$ cat src/rtl/fetch_pkg.sv
// Shared types and constants for the fetch sequencer.
// FSM state encoding and two-word AVR opcode masks.
package fetch_pkg;

    localparam int PC_W_DEFAULT = 14;

    localparam logic [15:0] NOP_WORD = 16'h0000;

    // JMP 1001_010x_xxxx_110x, CALL 1001_010x_xxxx_111x
    localparam logic [15:0] JMP_MASK   = 16'hFE0E;
    localparam logic [15:0] JMP_MATCH  = 16'h940C;
    localparam logic [15:0] CALL_MASK  = 16'hFE0E;
    localparam logic [15:0] CALL_MATCH = 16'h940E;

    // LDS 1001_000x_xxxx_0000, STS 1001_001x_xxxx_0000
    localparam logic [15:0] LDS_MASK   = 16'hFE0F;
    localparam logic [15:0] LDS_MATCH  = 16'h9000;
    localparam logic [15:0] STS_MASK   = 16'hFE0F;
    localparam logic [15:0] STS_MATCH  = 16'h9200;

    typedef enum logic [1:0] {
        S_FLUSH = 2'd0,
        S_ISSUE = 2'd1,
        S_WORD2 = 2'd2,
        S_HOLD  = 2'd3
    } fseq_state_e;

    function automatic logic op_match(
        input logic [15:0] word,
        input logic [15:0] mask,
        input logic [15:0] value
    );
        return (word & mask) == value;
    endfunction

endpackage

$ cat src/rtl/fetch_sequencer_two_word_detect.sv
// Flags AVR instructions that carry a second (extension) word:
// JMP, CALL, LDS and STS.
module two_word_detect
    import fetch_pkg::*;
(
    input  logic [15:0] i_word,
    output logic        o_is_two_word
);

    logic w_jmp;
    logic w_call;
    logic w_lds;
    logic w_sts;

    assign w_jmp  = op_match(i_word, JMP_MASK, JMP_MATCH);
    assign w_call = op_match(i_word, CALL_MASK, CALL_MATCH);
    assign w_lds  = op_match(i_word, LDS_MASK, LDS_MATCH);
    assign w_sts  = op_match(i_word, STS_MASK, STS_MATCH);

    assign o_is_two_word = w_jmp | w_call | w_lds | w_sts;

endmodule

$ cat src/rtl/fetch_sequencer.sv
// Fetch-stage sequencer: flushes, two-word assembly, hold and IRQ vectors.
// Interrupt path is compiled in only when FETCH_IRQ_EN is defined.
module fetch_sequencer
    import fetch_pkg::*;
#(
    parameter int PC_W         = PC_W_DEFAULT,
    parameter int FLUSH_CYCLES = 1,
    parameter int VEC_STRIDE   = 2
) (
    input  logic            clk,
    input  logic            reset_n,
    input  logic [15:0]     instruction,
    input  logic [PC_W-1:0] program_counter,
    input  logic            exec_busy,
    input  logic            branch_req,
    input  logic [PC_W-1:0] branch_target,
    input  logic            irq_req,
    input  logic [4:0]      irq_num,
    input  logic            global_ie,
    output logic            instruction_running,
    output logic            PC_overwrite,
    output logic [PC_W-1:0] PC_new,
    output logic            issue_valid,
    output logic [15:0]     issue_instr,
    output logic [15:0]     issue_ext,
    output logic [PC_W-1:0] issue_pc,
    output logic            irq_ack,
    output logic [PC_W-1:0] irq_ret_pc
);

    localparam logic [1:0] FLUSH_INIT = 2'(FLUSH_CYCLES);

    fseq_state_e     r_state;
    logic [1:0]      r_flush_cnt;
    logic [15:0]     r_hold_word;
    logic [PC_W-1:0] r_hold_pc;

    logic            w_two_word;
    logic            w_decide;
    logic            w_irq_take;
    logic [PC_W-1:0] w_cur_pc;
    logic [PC_W-1:0] w_vec_pc;

    // The I-reg always lags the PC by one word.
    assign w_cur_pc = program_counter - PC_W'(1);

    // HOLD behaves exactly like ISSUE: the preserved I-reg is re-decided.
    assign w_decide = (r_state == S_ISSUE) || (r_state == S_HOLD);

`ifdef FETCH_IRQ_EN
    localparam logic [31:0] STRIDE = 32'(VEC_STRIDE);

    assign w_irq_take = irq_req & global_ie & ~exec_busy;
    assign w_vec_pc   = PC_W'(32'(irq_num) * STRIDE);
`else
    logic w_unused_irq;

    assign w_unused_irq = ^{irq_req, irq_num, global_ie};
    assign w_irq_take   = 1'b0;
    assign w_vec_pc     = '0;
`endif

    two_word_detect u_detect (
        .i_word        (instruction),
        .o_is_two_word (w_two_word)
    );

    always_comb begin
        instruction_running = 1'b0;
        PC_overwrite        = 1'b0;
        PC_new              = '0;
        issue_valid         = 1'b0;
        issue_instr         = NOP_WORD;
        issue_ext           = NOP_WORD;
        issue_pc            = '0;
        irq_ack             = 1'b0;
        irq_ret_pc          = '0;
        if (w_decide) begin
            if (branch_req) begin
                PC_overwrite = 1'b1;
                PC_new       = branch_target;
            end else if (w_irq_take) begin
                PC_overwrite = 1'b1;
                PC_new       = w_vec_pc;
                irq_ack      = 1'b1;
                irq_ret_pc   = w_cur_pc;
            end else if (exec_busy) begin
                instruction_running = 1'b1;
            end else if (!w_two_word) begin
                issue_valid = 1'b1;
                issue_instr = instruction;
                issue_pc    = w_cur_pc;
            end
        end else if (r_state == S_WORD2) begin
            if (exec_busy) begin
                instruction_running = 1'b1;
            end else begin
                issue_valid = 1'b1;
                issue_instr = r_hold_word;
                issue_ext   = instruction;
                issue_pc    = r_hold_pc;
            end
        end
    end

    always_ff @(posedge clk or negedge reset_n) begin
        if (!reset_n) begin
            r_state     <= S_FLUSH;
            r_flush_cnt <= FLUSH_INIT;
            r_hold_word <= NOP_WORD;
            r_hold_pc   <= '0;
        end else begin
            unique case (r_state)
                S_FLUSH: begin
                    r_flush_cnt <= r_flush_cnt - 2'd1;
                    if (r_flush_cnt <= 2'd1) begin
                        r_flush_cnt <= 2'd0;
                        r_state     <= S_ISSUE;
                    end
                end
                S_ISSUE, S_HOLD: begin
                    if (branch_req || w_irq_take) begin
                        r_state     <= S_FLUSH;
                        r_flush_cnt <= FLUSH_INIT;
                    end else if (exec_busy) begin
                        r_state <= S_HOLD;
                    end else if (w_two_word) begin
                        r_hold_word <= instruction;
                        r_hold_pc   <= w_cur_pc;
                        r_state     <= S_WORD2;
                    end else begin
                        r_state <= S_ISSUE;
                    end
                end
                S_WORD2: begin
                    if (!exec_busy) begin
                        r_state <= S_ISSUE;
                    end
                end
                default: begin
                    r_state     <= S_FLUSH;
                    r_flush_cnt <= FLUSH_INIT;
                end
            endcase
        end
    end

endmodule

$ cat config.mk
export PLATFORM = sky130hd
export DESIGN_NAME = fetch_sequencer
export DESIGN_NICKNAME = d
export VERILOG_FILES = /design/src/rtl/fetch_pkg.sv /design/src/rtl/fetch_sequencer_two_word_detect.sv /design/src/rtl/fetch_sequencer.sv
export SDC_FILE = /design/constraint.sdc
export NUM_CORES = 1
export LEC_CHECK = 0
export BUFFER_PORTS_ARGS = -buffer_cell sky130_fd_sc_hd__buf_2
export CAP_MARGIN = 5
export CORE_ASPECT_RATIO = 1.4
export CORE_UTILIZATION = 47
export DETAILED_ROUTE_END_ITERATION = 6
export PLACE_DENSITY_LB_ADDON = 0.25
export SLEW_MARGIN = 20
export SYNTH_ARGS = -nofsm -noshare
export SYNTH_HDL_FRONTEND = slang
export SYNTH_SLANG_ARGS = --single-unit
$ cat constraint.sdc
create_clock -name clk -period 4.6 [get_ports clk]
set_clock_uncertainty 0.1 [all_clocks]
set_input_delay 0.92 -clock clk [delete_from_list [all_inputs] [get_ports clk]]
set_output_delay 0.92 -clock clk [all_outputs]
set_load 0.01 [all_outputs]
Yosys cells after proc, flatten, opt, wreduce, memory -nomap -nowiden. Index checks and enable logic that the tools add are counted.

Bits in registers: 34. Input bits: 55. Output and inout bits: 78.

Add/sub/neg operators: 2. $lt $le $gt $ge: 1. Equality and inequality tests: 10. Multiplexer cells: 38. Bitwise gates (word level): 5. Reduce and logical (&&, ||, !) cells: 7.

Operator list (number): two-way mux 16 bit (9); two-way mux 14 bit (8); equality test 11 bit (second input constant) (2); equality test 10 bit (second input constant) (2); two-way mux 2 bit (7); subtractor 14 x 1 -> 14 bit (second input constant) (1); two-way mux 1 bit (12); != test 2 bit (second input constant) (3); one-hot mux 2 bit (3 select lines) (1); equality test 2 bit (second input constant) (2); one-hot mux 2 bit (2 select lines) (1); AND reduction 2 bit (2); AND reduction 4 bit (1); OR 1 bit (3); equality test 2 x 1 -> 1 bit (second input constant) (1); <= comparator 2 x 1 -> 1 bit (second input constant) (1); zero test 2 bit (1); inverter 1 bit (2); nonzero test 2 bit (1); OR reduction 2 bit (1); subtractor 2 x 1 -> 2 bit (second input constant) (1); logical OR 1 bit (1).

Depth between registers and ports, before layout.
Word-level depth: 8. Depth in mapped cells: 6.

Cells and area by module. From an unflattened synthesis, not the netlist that was laid out.

Cell total of the unflattened synthesis: 279. Area total of the unflattened synthesis: 2333.5 um2.

By module, submodules not included: fetch_sequencer (instances 1, cells each 272, area an instance 2285.9 um2); two_word_detect (instances 1, cells each 7, area an instance 47.5 um2).

Worst setup path before layout. No wires, ideal clock.

Path type: input to output. From: input port program_counter[0]. To: output port issue_pc[8]. Arrival: 2.393 ns. Required time: 3.580 ns. Path slack: 1.187 ns. Stages: 6. Path buffers: 0. Path through: inv_1 ha_1 or4b_2 nor4_1 xor2_1 a22o_1.

Cells in the longest elaborated chain, start to end: 5.

RTL lines: from (decl) (line fetch_sequencer.sv:13) `input logic [PC_W-1:0] program_counter,`; subtractor 14 x 1 -> 14 bit (line fetch_sequencer.sv:45) `assign w_cur_pc = program_counter - PC_W'(1);`; two-way mux 14 bit (line fetch_sequencer.sv:89) `end else if (!w_two_word) begin`; two-way mux 14 bit (line fetch_sequencer.sv:87) `end else if (exec_busy) begin`; two-way mux 14 bit (line fetch_sequencer.sv:79) `if (branch_req) begin`; two-way mux 14 bit (line fetch_sequencer.sv:78) `if (w_decide) begin`; to (decl) (line fetch_sequencer.sv:26) `output logic [PC_W-1:0] issue_pc,`.

No other way between the ends.

Worst setup path in the final report.
From: input port instruction[10]. To: output port issue_valid.

Cells in the longest elaborated chain, start to end: 8. Elaborated cells between the ends (all ways): 11. Those cells by class: eq/ne (4); mux (4); bitwise (3).

RTL lines: from (decl) (line fetch_sequencer.sv:12) `input logic [15:0] instruction,`; equality test 10 bit (line fetch_pkg.sv:33) `return (word & mask) == value;`; OR 1 bit (2 in a row) (line fetch_sequencer_two_word_detect.sv:20) `assign o_is_two_word = w_jmp | w_call | w_lds | w_sts;`; OR 1 bit * (line fetch_sequencer_two_word_detect.sv:20); two-way mux 1 bit * (line fetch_sequencer.sv:89); two-way mux 1 bit * (line fetch_sequencer.sv:87); two-way mux 1 bit * (line fetch_sequencer.sv:79); two-way mux 1 bit * (line fetch_sequencer.sv:78); to (decl) (line fetch_sequencer.sv:23) `output logic issue_valid,`.

Mark *: on every way between the ends. The rest lies on a longest branch, timed or not.

==> impl_metrics.csv <==
group,metric,value,unit
finish,drive_gt1_frac,0.465,
cts,numCtsBuffers,5,
timing,slew_violations,0,
pwr,internal_power,480,uW
detailed_routing,vias,1956,
timing,hold_ws,369,ps
pwr,p_sw_frac,0.275,
cts,clk_latency,270,ps
detailed_routing,ant_nets,0,
cts,postCtsSetupRepairBufs,0,
floorplan,die_area,0.00492,sq mm
floorplan,start_util,0.485,
finish,final_net_count,375,
place,dp.cells,374,
synth,synthTopCellsByArea,"dfrtp_1 38%, a22o_1 12%, mux2_2 11%, and2_1 5.5%, buf_4 5.2%",
floorplan,die_h,82.6,microns
global_routing,grt_usage,0.197,
global_routing,antenna_found_initial,0,
worst_setup_path,criticalPathCategory,"input port to primary output",
detailed_routing,drc,0,
worst_setup_path,worst-path-max-fanout,16,
pwr,p_leak,0.00164,uW
job,drv_cap,0,
detailed_routing,wirelength,4.83,mm
detailed_routing,dr.pass1.iters,6,
synth,yosysSeqAreaShare,0.391,
finish,area_growth_syn_to_layout,29.0,%
pwr,clockPowerShare,0.326,
cts,cts.sinks,34,
floorplan,io_pins,133,
cts,cts_tree,"built",
floorplan,rows,29,
synth,synth_top_area_frac,0.379,
cts,cts_hold_buffers,0,
timing,slew-limit-headroom,0.427,
synth,synth-seq-cells,34,
pwr,vdd_drop_max,183,uV
global_routing,use_met3,0.0421,
global_routing,first_global_vias,1659,
timing,fin_tns_setup,0,ps
global_routing,grt_max_degree,48,
finish,stdcell_count,380,
status,status,"completed",
synth,syn_area_per_cell,10.1,sq um
timing,fmax,264,MHz
global_routing,grt_pass1_wl,7.38,mm
cts,htree_levels,2,
detailed_routing,wl_per_cell,12.7,microns
synth,syn-cell-area,0.00218,sq mm
timing,period_minus_slack,3790,ps
synth,ys_warn_count,0,
pwr,pwr-share-seq,0.477,
synth,synthCells,215,
pwr,power.total,662,uW
cts,root_buffer,"clkbuf_8",
detailed_routing,via_per_inst,5.15,
pwr,net-switching-power,182,uW
global_routing,grt_use_met1,0.236,
finish,fillCellCount,420,
synth,yosys.area.top_type,"dfrtp_1",
worst_setup_path,required,3580,ps
worst_hold_path,hold_path_class,"flop to flop",
pwr,p_per_area,235,mW/mm^2
pwr,comb_power_share,0.197,
synth,synth_cell_type_count,37,
cts,cts_resized,0,
timing,setup_viol,0,
cts,clk_path_buf_depth,2,
worst_setup_path,cp_data_arrival_time,2770,ps
floorplan,core_area,0.00450,sq mm
place,gp_congestion,0.785,
floorplan,die_w,59.6,microns
timing,worst_pin_slew,852,ps
cts,clkTransAtPathRegs,60,ps
global_routing,grt_util_met2,0.351,
global_routing,grt_overflow,0,
detailed_routing,first_iter_violations,53,
worst_setup_path,cp-end-kind,"primary output",
finish,antenna_cells,0,
timing,grt_setup_unrepaired,"no",
place,portBuffers,110,
place,hpwl,3.58,mm
timing,finalHoldViolations,0,
worst_setup_path,cp-start-kind,"input port",
global_routing,grt_busiest_layer,"met2",
timing,post-route-period-util,0.823,
==> flip-flops by register name (all words and copies together), names as in the netlist <==
signal       count
r_flush_cnt      2
r_state          2
r_hold_word     16
r_hold_pc       14
==> through the flow <==
stage          area, sq um  worst slack, ps  utilization
2_1_floorplan         2230             1190            -
3_3_place_gp          2730              782        0.607
3_5_place_dp          2730              779        0.607
4_1_cts               2810              785        0.625
5_1_grt               2810              637        0.625
6_report              2810              813        0.625
==> cells in the mapped netlist <==
| master | n |
|---|---|
| dfrtp_1 | 33 |
| a22o_1 | 30 |
| mux2_2 | 22 |
| and2_1 | 19 |
| buf_4 | 15 |
| and3_1 | 14 |
| clkbuf_1 | 8 |
| nand2_1 | 7 |
| nor2_1 | 7 |
| xnor2_1 | 6 |
| buf_2 | 5 |
| nand2b_1 | 5 |
| xor2_1 | 5 |
| inv_1 | 4 |
| nand3_1 | 4 |
| mux2_1 | 3 |
| nor4_1 | 3 |
| o21ai_0 | 3 |
| buf_1 | 2 |
| nand4_1 | 2 |
| nor3_1 | 2 |
| a311oi_1 | 1 |
| conb_1 | 1 |
| dfstp_2 | 1 |
| ha_1 | 1 |
| mux2i_1 | 1 |
| nand4b_1 | 1 |
| nand4bb_1 | 1 |
| nor3b_1 | 1 |
| nor4b_1 | 1 |
| nor4bb_1 | 1 |
| o21ai_2 | 1 |
| o221a_2 | 1 |
| o22ai_1 | 1 |
| or2_2 | 1 |
| or4_1 | 1 |
| or4b_2 | 1 |
==> power by group through the flow <==
stage	Sequential [uW]	Clock (uW)	Combinational, uW
6_report	316	215	131
5_1_grt	317	229	147
4_1_cts	316	221	132
3_5_place_dp	321	0	132
3_3_place_gp	321	0	130
2_1_floorplan	317	0	81.1
==> layout by cell type (no fill, tap or decap), drive strengths merged <==
master and instances:
or2 1, nand2b 5, nor2 7, or4 1, or4b 1, a22o 30, dfstp 1, nor3 2
conb 15, nand4b 1, o21ai 4, o221a 1, xnor2 6, o22ai 1, nor4bb 1, mux2i 1
xor2 5, mux2 25, a311oi 1, buf 113, and2 19, and3 14, clkbuf 6, nand4bb 1
nor4 3, nand2 7, nand4 2, nor3b 1, dfrtp 33, inv 4, nand3 4, nor4b 1
ha 1
==> worst max-delay path: stages <==
cell and delay (ps):
buf_2 120, or4_1 530, o21ai_2 230, a311oi_4 250, buf_4 290, or2_2 280
buf_2 140
==> worst paths after layout <==
| path | startpoint | to | slack, ps | depth (start not counted) |
|---|---|---|---|---|
| max | instruction[10] | issue_valid | 810 | 7 |
| min | r_hold_word[12] | r_hold_word[12] | 370 | 1 |
| max reg2reg | r_state[0] | r_hold_pc[1] | 2100 | 5 |
| min reg2reg | r_hold_word[12] | r_hold_word[12] | 370 | 1 |
| max in group asynchronous | reset_n | r_state[1] | 3310 | 1 |
| min in group asynchronous | reset_n | r_hold_word[7] | 610 | 1 |
==> metal layers <==
layer  routed length [microns]  up-vias
li1                          -      955
met1                      2000      925
met2                      2550       71
met3                       229        5
met4                        46        0
met5                         0        -
==> kinds of logic after synthesis <==
logic type | share of synthesized area
buffers and inverters | 0.0872
AOI/OAI and AO/OA | 0.143
and+or+nand+nor | 0.193
DFF | 0.391
xor gates and xnor gates | 0.0442
other | 0.00172
adders and majority gates | 0.00574
muxes | 0.134
==> area by class of cell <==
| class | count | area, sq um | share of cell area |
|---|---|---|---|
| Multi-Input combinational cell | 161 | 1210 | 0.431 |
| Inverter | 4 | 15.0 | 0.00534 |
| Timing Repair Buffer | 113 | 573 | 0.204 |
| Sequential cell | 34 | 852 | 0.303 |
| Tap cell | 62 | 77.6 | 0.0276 |
| Clock buffer | 6 | 82.6 | 0.0293 |
Note: power is estimated with default switching activity, not from simulation.
